## config.mk

```make
export PLATFORM = sky130hd
export DESIGN_NAME = dw_up_converter_flat
export DESIGN_NICKNAME = d
export VERILOG_FILES = /design/src/rtl/dw_up_converter_if.sv /design/src/rtl/dw_up_converter.sv /design/src/flat_wrapper.sv
export SDC_FILE = /design/constraint.sdc
export NUM_CORES = 2
export LEC_CHECK = 0
export ABC_AREA = 1
export BUFFER_PORTS_ARGS = -buffer_cell sky130_fd_sc_hd__buf_2
export CAP_MARGIN = 40
export CORE_ASPECT_RATIO = 1.5
export CORE_MARGIN = 2
export CORE_UTILIZATION = 48
export DETAILED_ROUTE_END_ITERATION = 10
export HOLD_SLACK_MARGIN = 0.06
export PLACE_DENSITY = 0.67
export SETUP_SLACK_MARGIN = 0.15
export SLEW_MARGIN = 30
export SYNTH_ARGS = -nofsm -noshare
export SYNTH_HDL_FRONTEND = slang
export SYNTH_SLANG_ARGS = --single-unit
export TNS_END_PERCENT = 1
```

## constraint.sdc

```tcl
create_clock -name clk_i -period 5.71 [get_ports clk_i]
set_input_delay 0 -clock clk_i [delete_from_list [all_inputs] [get_ports clk_i]]
set_output_delay 0 -clock clk_i [all_outputs]
set_load 0.01 [all_outputs]
```

## src/rtl/dw_up_converter_if.sv

```systemverilog
// Stream bundle for the width up-converter: narrow beats in, wide lane-masked words out.
// The slave modport is the converter's view; master is the surrounding logic's view.
interface dw_up_converter_if #(
  parameter int unsigned INPUT_DW  = 64,
  parameter int unsigned OUTPUT_DW = 512
);
  localparam int unsigned UP_RATIO = OUTPUT_DW / INPUT_DW;

  logic [INPUT_DW-1:0]  data_i;
  logic                 valid_i;
  logic                 last_i;
  logic                 ready_o;
  logic [OUTPUT_DW-1:0] data_o;
  logic [UP_RATIO-1:0]  lanes_o;
  logic                 last_o;
  logic                 valid_o;
  logic                 ready_i;

  modport slave (
    input  data_i,
    input  valid_i,
    input  last_i,
    input  ready_i,
    output ready_o,
    output data_o,
    output lanes_o,
    output last_o,
    output valid_o
  );

  modport master (
    output data_i,
    output valid_i,
    output last_i,
    output ready_i,
    input  ready_o,
    input  data_o,
    input  lanes_o,
    input  last_o,
    input  valid_o
  );
endinterface

```

## src/rtl/dw_up_converter.sv

```systemverilog
// Width up-converter: packs narrow beats into wide words, lane 0 first, with early
// termination (zero-filled, lane-masked) and an assembly + output register pair.
module dw_up_converter #(
  parameter int unsigned INPUT_DW  = 64,
  parameter int unsigned OUTPUT_DW = 512,
  localparam int unsigned UP_RATIO = OUTPUT_DW / INPUT_DW
) (
  input  logic               clk_i,
  input  logic               rst_i,
  dw_up_converter_if.slave   bus
);

  if ((OUTPUT_DW % INPUT_DW) != 0 || UP_RATIO < 2) begin : g_bad_params
    $fatal(1, "dw_up_converter: OUTPUT_DW must be a multiple (>=2x) of INPUT_DW");
  end

  localparam int unsigned CntW = (UP_RATIO > 1) ? $clog2(UP_RATIO) : 1;
  localparam logic [CntW-1:0] LastLane = CntW'(UP_RATIO - 1);

  logic [CntW-1:0]      cnt_q, cnt_d;
  logic [OUTPUT_DW-1:0] asm_q, asm_d;
  logic [UP_RATIO-1:0]  asm_lanes_q, asm_lanes_d;
  logic                 asm_last_q, asm_last_d;
  logic                 full_q, full_d;
  logic [OUTPUT_DW-1:0] out_data_q, out_data_d;
  logic [UP_RATIO-1:0]  out_lanes_q, out_lanes_d;
  logic                 out_last_q, out_last_d;
  logic                 out_valid_q, out_valid_d;

  logic                 ready;
  logic                 in_fire;
  logic                 out_free;
  logic                 completing;
  logic [OUTPUT_DW-1:0] merged_data;
  logic [UP_RATIO-1:0]  merged_lanes;

  // ready_o depends only on registered state and reset, never on ready_i.
  assign ready      = !full_q && !rst_i;
  assign in_fire    = bus.valid_i && ready;
  assign out_free   = !out_valid_q || bus.ready_i;
  assign completing = in_fire && ((cnt_q == LastLane) || bus.last_i);

  // Current assembly with the incoming beat dropped into lane cnt_q; unfilled lanes zeroed.
  always_comb begin
    merged_data  = asm_q;
    merged_lanes = asm_lanes_q;
    for (int k = 0; k < int'(UP_RATIO); k++) begin
      if (cnt_q == CntW'(k)) begin
        merged_data[k*INPUT_DW +: INPUT_DW] = bus.data_i;
        merged_lanes[k]                     = 1'b1;
      end
      if (!merged_lanes[k]) begin
        merged_data[k*INPUT_DW +: INPUT_DW] = '0;
      end
    end
  end

  always_comb begin
    cnt_d       = cnt_q;
    asm_d       = asm_q;
    asm_lanes_d = asm_lanes_q;
    asm_last_d  = asm_last_q;
    full_d      = full_q;
    out_data_d  = out_data_q;
    out_lanes_d = out_lanes_q;
    out_last_d  = out_last_q;
    out_valid_d = out_valid_q;

    if (out_valid_q && bus.ready_i) begin
      out_valid_d = 1'b0;
    end

    if (full_q) begin
      // No beat can be accepted here; only the parked word may move on.
      if (out_free) begin
        out_data_d  = asm_q;
        out_lanes_d = asm_lanes_q;
        out_last_d  = asm_last_q;
        out_valid_d = 1'b1;
        full_d      = 1'b0;
        asm_d       = '0;
        asm_lanes_d = '0;
        asm_last_d  = 1'b0;
      end
    end else if (completing) begin
      cnt_d = '0;
      if (out_free) begin
        out_data_d  = merged_data;
        out_lanes_d = merged_lanes;
        out_last_d  = bus.last_i;
        out_valid_d = 1'b1;
        asm_d       = '0;
        asm_lanes_d = '0;
        asm_last_d  = 1'b0;
      end else begin
        asm_d       = merged_data;
        asm_lanes_d = merged_lanes;
        asm_last_d  = bus.last_i;
        full_d      = 1'b1;
      end
    end else if (in_fire) begin
      asm_d       = merged_data;
      asm_lanes_d = merged_lanes;
      cnt_d       = cnt_q + CntW'(1);
    end
  end

  always_ff @(posedge clk_i) begin
    if (rst_i) begin
      cnt_q       <= '0;
      asm_q       <= '0;
      asm_lanes_q <= '0;
      asm_last_q  <= 1'b0;
      full_q      <= 1'b0;
      out_data_q  <= '0;
      out_lanes_q <= '0;
      out_last_q  <= 1'b0;
      out_valid_q <= 1'b0;
    end else begin
      cnt_q       <= cnt_d;
      asm_q       <= asm_d;
      asm_lanes_q <= asm_lanes_d;
      asm_last_q  <= asm_last_d;
      full_q      <= full_d;
      out_data_q  <= out_data_d;
      out_lanes_q <= out_lanes_d;
      out_last_q  <= out_last_d;
      out_valid_q <= out_valid_d;
    end
  end

  assign bus.ready_o = ready;
  assign bus.data_o  = out_data_q;
  assign bus.lanes_o = out_lanes_q;
  assign bus.last_o  = out_last_q;
  assign bus.valid_o = out_valid_q;

  // A presented word must not change until the sink takes it.
  property p_hold_under_backpressure;
    @(posedge clk_i) disable iff (rst_i)
      (out_valid_q && !bus.ready_i) |=>
        (out_valid_q && $stable(out_data_q) && $stable(out_lanes_q) && $stable(out_last_q));
  endproperty
  a_hold_under_backpressure : assert property (p_hold_under_backpressure);

  // Filled lanes always form a contiguous run starting at lane 0.
  property p_lanes_contiguous;
    @(posedge clk_i) disable iff (rst_i)
      out_valid_q |-> (out_lanes_q[0] && ((out_lanes_q & (out_lanes_q + UP_RATIO'(1))) == '0));
  endproperty
  a_lanes_contiguous : assert property (p_lanes_contiguous);

endmodule

```

## src/flat_wrapper.sv

```systemverilog
// flat-port wrapper written by rule: the top's interface ports become plain ports
module dw_up_converter_flat 
#(
  parameter int unsigned INPUT_DW  = 64,
  parameter int unsigned OUTPUT_DW = 512,
  localparam int unsigned UP_RATIO = OUTPUT_DW / INPUT_DW
)
  (clk_i, rst_i, bus_data_i, bus_valid_i, bus_last_i, bus_ready_i, bus_ready_o, bus_data_o, bus_lanes_o, bus_last_o, bus_valid_o);
  dw_up_converter_if #(.INPUT_DW(INPUT_DW), .OUTPUT_DW(OUTPUT_DW)) bus_i ();
  input  logic clk_i;
  input  logic rst_i;
  input wire logic [$bits(bus_i.data_i)-1:0] bus_data_i;
  input wire logic [$bits(bus_i.valid_i)-1:0] bus_valid_i;
  input wire logic [$bits(bus_i.last_i)-1:0] bus_last_i;
  input wire logic [$bits(bus_i.ready_i)-1:0] bus_ready_i;
  output wire logic [$bits(bus_i.ready_o)-1:0] bus_ready_o;
  output wire logic [$bits(bus_i.data_o)-1:0] bus_data_o;
  output wire logic [$bits(bus_i.lanes_o)-1:0] bus_lanes_o;
  output wire logic [$bits(bus_i.last_o)-1:0] bus_last_o;
  output wire logic [$bits(bus_i.valid_o)-1:0] bus_valid_o;
  assign bus_i.data_i = bus_data_i;
  assign bus_i.valid_i = bus_valid_i;
  assign bus_i.last_i = bus_last_i;
  assign bus_i.ready_i = bus_ready_i;
  assign bus_ready_o = bus_i.ready_o;
  assign bus_data_o = bus_i.data_o;
  assign bus_lanes_o = bus_i.lanes_o;
  assign bus_last_o = bus_i.last_o;
  assign bus_valid_o = bus_i.valid_o;
  dw_up_converter #(.INPUT_DW(INPUT_DW), .OUTPUT_DW(OUTPUT_DW)) u_core (.clk_i(clk_i), .rst_i(rst_i), .bus(bus_i));
endmodule
```

Yosys cells after proc, flatten, opt, wreduce, memory -nomap -nowiden

Cells that the tools add are included.

Bitwise logic cells: 1
Reductions and logical operators: 17
Mux-type cells: 59
Add/sub/neg operators: 1
Equal/unequal tests: 8

Operators by type and width:

| operator            | number |
|---|---|
| $mux 512            | 9 |
| $mux 64             | 16 |
| $mux 8              | 9 |
| $mux 1              | 23 |
| $eq 3x3->1 const B  | 4 |
| $reduce_and 2->1    | 4 |
| $eq 3x2->1 const B  | 2 |
| $mux 3              | 2 |
| $logic_and 1x1->1   | 4 |
| $reduce_bool 2->1   | 2 |
| $add 3x1->3 const B | 1 |
| $eq 3x1->1 const B  | 1 |
| $logic_not 1->1     | 3 |
| $logic_not 3->1     | 1 |
| $reduce_bool 3->1   | 1 |
| $logic_or 1x1->1    | 2 |
| $ne 2x2->1 const B  | 1 |
| $not 1->1           | 1 |

Output and inout bits: 523
Logic and storage cells: 95
Register bits after elaboration: 1047

Depth between registers and ports, before layout

Word-level depth: 6
Gate-level depth with buffers: 13
Mapped depth without buffers: 10

Worst setup path after synthesis

OpenSTA, ideal clock, no wires.

Path type: register to register
Start: register u_core.cnt_q[2]
End: register u_core.out_data_q[218], in the netlist u_core.bus.data_o[218]
Required time: 5.597 ns
Setup time: 0.113 ns
Arrival time: 1.908 ns
Stages on the path, launching flop included: 12
Slack: 3.689 ns
Period minus slack after synthesis: 2.021 ns
Path buffers: 4
Cell sequence: dfxtp_1 > inv_2 > clkbuf_1 > ha_1 > buf_2 > buf_2 > buf_1 > nand2_1 > o21ai_0 > o21ai_0 > nor2_1 > nor2_1

Word-level cells in the longest chain between the ends: 6
Elaborated cells on any way between the ends: 12

Ends and longest elaborated chain:

| element                                  | RTL line               | source |
|---|---|---|
| start: declaration                       | dw_up_converter.sv:20  | `logic [CntW-1:0] cnt_q, cnt_d;` |
| start signal: assignment                 | dw_up_converter.sv:120 | `cnt_q <= cnt_d;` |
| $eq 3x2->1                               | dw_up_converter.sv:48  | `if (cnt_q == CntW'(k)) begin` |
| $mux 64 / $mux 1 (equally long branches) | dw_up_converter.sv:48  |  |
| $mux 64                                  | dw_up_converter.sv:52  | `if (!merged_lanes[k]) begin` |
| $mux 512                                 | dw_up_converter.sv:87  | `if (out_free) begin` |
| $mux 512                                 | dw_up_converter.sv:85  | `end else if (completing) begin` |
| $mux 512                                 | dw_up_converter.sv:73  | `if (full_q) begin` |
| end signal: assignment                   | dw_up_converter.sv:125 | `out_data_q <= out_data_d;` |
| end: declaration                         | dw_up_converter.sv:25  | `logic [OUTPUT_DW-1:0] out_data_q, out_data_d;` |

Several ways; a longest one is shown, not always the timed one. The select of a mux whose other input is x is not followed.
A chain may end at the register's enable or synchronous reset.

Worst setup path in the final report

Start: register u_core.cnt_q[2]
End: register u_core.out_data_q[399], in the netlist u_core.bus.data_o[399]

Word-level cells in the longest chain between the ends: 6
Elaborated cells on any way between the ends: 12

Ends and longest elaborated chain:

| element                                  | RTL line |
|---|---|
| $eq 3x3->1                               | dw_up_converter.sv:48 |
| $mux 64 / $mux 1 (equally long branches) | dw_up_converter.sv:48 |
| $mux 64                                  | dw_up_converter.sv:52 |
| $mux 512                                 | dw_up_converter.sv:87 |
| $mux 512                                 | dw_up_converter.sv:85 |
| $mux 512                                 | dw_up_converter.sv:73 |

Several ways; a longest one is shown, not always the timed one. The select of a mux whose other input is x is not followed.

==> impl_metrics.yaml <==
pwr:
  ir_worst_vdd_mv: 0.2520
  p_leak_nw: 27.84
  power_density_mw_per_mm2: 283.0
worst_setup_path:
  critPathLaunchType: "flop"
  critical_path_arrival_ps: 4680
  crit_type: "reg2reg"
  r2r_end: "u_core.bus.data_o[399]"
  timing.rr.start: "u_core.cnt_q[2]"
  reg2reg_slack_ps: 1640
  crit_path_max_fanout: 116
  reg2reg_depth: 11
  crit_path_end_kind: "flop"
  critPathRequiredTime_ps: 6320
synthesis:
  synth-simple-area-share: 0.3606
  netlist_area_sq_mm: 0.05473
  synth_top_family_by_area: "simple AND/OR/NAND/NOR gates"
  synth.area.mux_share: 0
  syn_nets: 9252
  synth_area_per_cell_sq_um: 5.965
  synth_compound_area_frac: 0.1255
  ys_ff_latch: 1047
  synthAdderAreaFrac: 0.001829
  ys_types: 23
  ys_seq_area_frac: 0.3830
  syn-instance-count: 9175
  ys_warn_count: 0
  synth_xor_area_frac: 0
clocking:
  clock-sinks: 1047
  ctsHoldBuffers: 71
  htree_levels: 3
  post_cts_resized: 0
  clk_pin_slew_ps: 60
  cts_buffers: 105
  clockRootBuffer: "clkbuf_16"
  clk_path_buf_depth: 3
  clk_latency_ps: 740
  post_cts_buffers: 0
  cts_tree: "done"
floorplanning:
  ios: 592
  initial_utilization: 0.4844
  core_area_sq_mm: 0.1130
  die_area_sq_mm: 0.1168
  core.rowCount: 151
  die_w_um: 279.7
  dieHeight_um: 417.6
place:
  place_area_sq_mm: 0.05743
  place.gp.congestion: 0.8697
  dp_hpwl_um: 114500
  port_buffers: 591
global_route:
  grt_use_total: 0.3066
  grt-ovfl-total: 0
  antenna_found_initial: 5
  grt_pass1_vias: 50660
  grt_max_degree: 217
  grt_pass1_wl_um: 287800
sta:
  finalCriticalPeriod_ps: 4069
  slew_headroom: 0.3189
  skew_ps: 29.00
  setup_viol: 0
  final_hold_viol_count: 0
  maxSlewViolCount: 0
  finalCritPeriodShare: 0.7125
  fmax_mhz: 245.8
  rsz0062_at_grt: "false"
  fin_setup_tns_ps: 0
  hold_slack_ps: 254.4
  worst_pin_slew_ps: 1022
outcome:
  status: "complete, no violations"
routing:
  ant_nets: 0
  wirelength_um: 187600
  dr.first_iter.drc_count: 6353
  drc: 0
  wl_per_cell_um: 17.28
  vias_per_cell: 5.293
  first_pass_iters: 6
  vias: 57480
cells_and_area:
  seqCellArea_sq_mm: 0.02096
  multi_input_area_sq_mm: 0.02687
  nets: 9397
  syn2layout_area_growth_pct: 13.21
  final_area_sq_mm: 0.06196
  fill_cells: 11290
  drive_above_1_share: 0.09166
worst_hold_path:
  hold_path.class: "in2reg"
  hold_depth: 4
  worstHoldStart: "bus_valid_i"
  min_to: "u_core.cnt_q[2]"
job:
  max_cap_viol_count: 0
==> cell usage after synthesis <==
cell type | count | area [sq um]
nor2_8 | 1 | 20.02
buf_1 | 29 | 108.9
nor2_2 | 1 | 6.260
nand2_2 | 3 | 18.77
nand2_1 | 2796 | 10500
nor3_1 | 2 | 10.01
buf_4 | 38 | 285.3
o32ai_1 | 1 | 8.760
nor2_1 | 1495 | 5612
a21oi_1 | 523 | 2618
nand2_4 | 1 | 11.26
inv_2 | 6 | 22.52
dfxtp_1 | 1047 | 20960
buf_2 | 284 | 1421
nand3_2 | 1 | 10.01
inv_4 | 1 | 6.260
nand3_1 | 710 | 3553
buf_6 | 5 | 56.30
inv_1 | 1037 | 3892
o21ai_0 | 810 | 4054
o21ai_1 | 38 | 190.2
clkbuf_1 | 338 | 1269
ha_1 | 8 | 100.1
==> flip-flops by register name (all words and copies together), names as in the netlist <==
signal              cells
u_core.asm_lanes_q      8
u_core.asm_q          512
u_core.bus.lanes_o      8
u_core.full_q           1
u_core.cnt_q            3
u_core.bus.last_o       1
u_core.bus.valid_o      1
u_core.bus.data_o     512
u_core.asm_last_q       1
==> through the flow <==
stage / power [mW] / utilization / std cells / worst slack, ps
2_1_floorplan: 9.301 / - / 9175 / 3689
3_3_place_gp: 10.07 / 0.5061 / 10580 / 1915
3_5_place_dp: 10.12 / 0.5083 / 10590 / 2263
4_1_cts: 17.57 / 0.5467 / 10850 / 1654
5_1_grt: 18.17 / 0.5484 / 10860 / 1352
6_report: 17.54 / 0.5484 / 10860 / 1641
==> kinds of logic after synthesis <==
family / count (synthesis)
adders and majority gates: 8
AOI/OAI and AO/OA: 1372
DFF: 1047
and+or+nand+nor: 5010
buffers and inverters: 1738
==> cell usage in the layout (no fill, tap or decap), types with 3 or more instances in the layout <==
| cell type | instances |
|---|---|
| nand2_1 | 2783 |
| nor2_1 | 1495 |
| dfxtp_1 | 1046 |
| inv_1 | 1037 |
| o21ai_0 | 810 |
| nand3_1 | 709 |
| buf_2 | 590 |
| a21oi_1 | 523 |
| clkbuf_16 | 106 |
| dlygate4sd3_1 | 71 |
| o21ai_1 | 38 |
| buf_4 | 36 |
| clkbuf_1 | 24 |
| buf_12 | 18 |
| clkbuf_8 | 16 |
| bufinv_16 | 15 |
| buf_16 | 15 |
| clkinv_2 | 14 |
| nand2_4 | 11 |
| clkinvlp_4 | 9 |
| inv_6 | 6 |
| nand2_2 | 4 |
| inv_2 | 3 |
| ha_1 | 3 |
| ha_2 | 3 |
==> worst max-delay path: stages (launching register included) <==
cell and delay [ps]:
dfxtp_1 650, ha_4 500, inv_1 80, nand2_1 200, nand3_2 90, dlygate4sd3_1 640, nand2_2 160, nand2_8 360
buf_4 550, buf_12 250, nor2_1 190, nor2_1 70
==> report_power, final <==
part           total, mW  leakage (nW)  switching, mW  internal (mW)
logic               2.33          17.6           1.66          0.674
clock network       7.49          1.76           3.19           4.31
registers           7.71          8.50          0.170           7.54
==> worst max path at each step <==
stage                         start                     end  slack [ps]  cells after the start
detailed placement  u_core.cnt_q[2]  u_core.bus.data_o[458]        2260                      9
floorplan           u_core.cnt_q[2]  u_core.bus.data_o[218]        3690                     11
global route        u_core.cnt_q[0]  u_core.bus.data_o[349]        1350                     12
global placement      u_core.full_q        u_core.asm_q[65]        1910                      7
CTS                 u_core.cnt_q[0]  u_core.bus.data_o[404]        1650                     12
finish              u_core.cnt_q[2]  u_core.bus.data_o[399]        1640                     11
==> layer usage <==
layer	part of all wire	global-route usage	up-vias
li1	-	-	28400
met5	0.000032	0	-
met3	0.084	0.04540	322
met1	0.43	0.4283	26310
met4	0.041	0.1348	2
met2	0.44	0.4680	2443
==> area by class of cell <==
cell class,count,share of cell area
clock buffer,146,0.04782
clock inverter,45,0.01078
timing repair buffer,732,0.07639
tap,1453,0.02934
inverter,1044,0.06361
antenna,2,0.00008078
sequential,1047,0.3383
multi-input combinational,6390,0.4336
No activity file was read; power rests on OpenSTA's default activity.
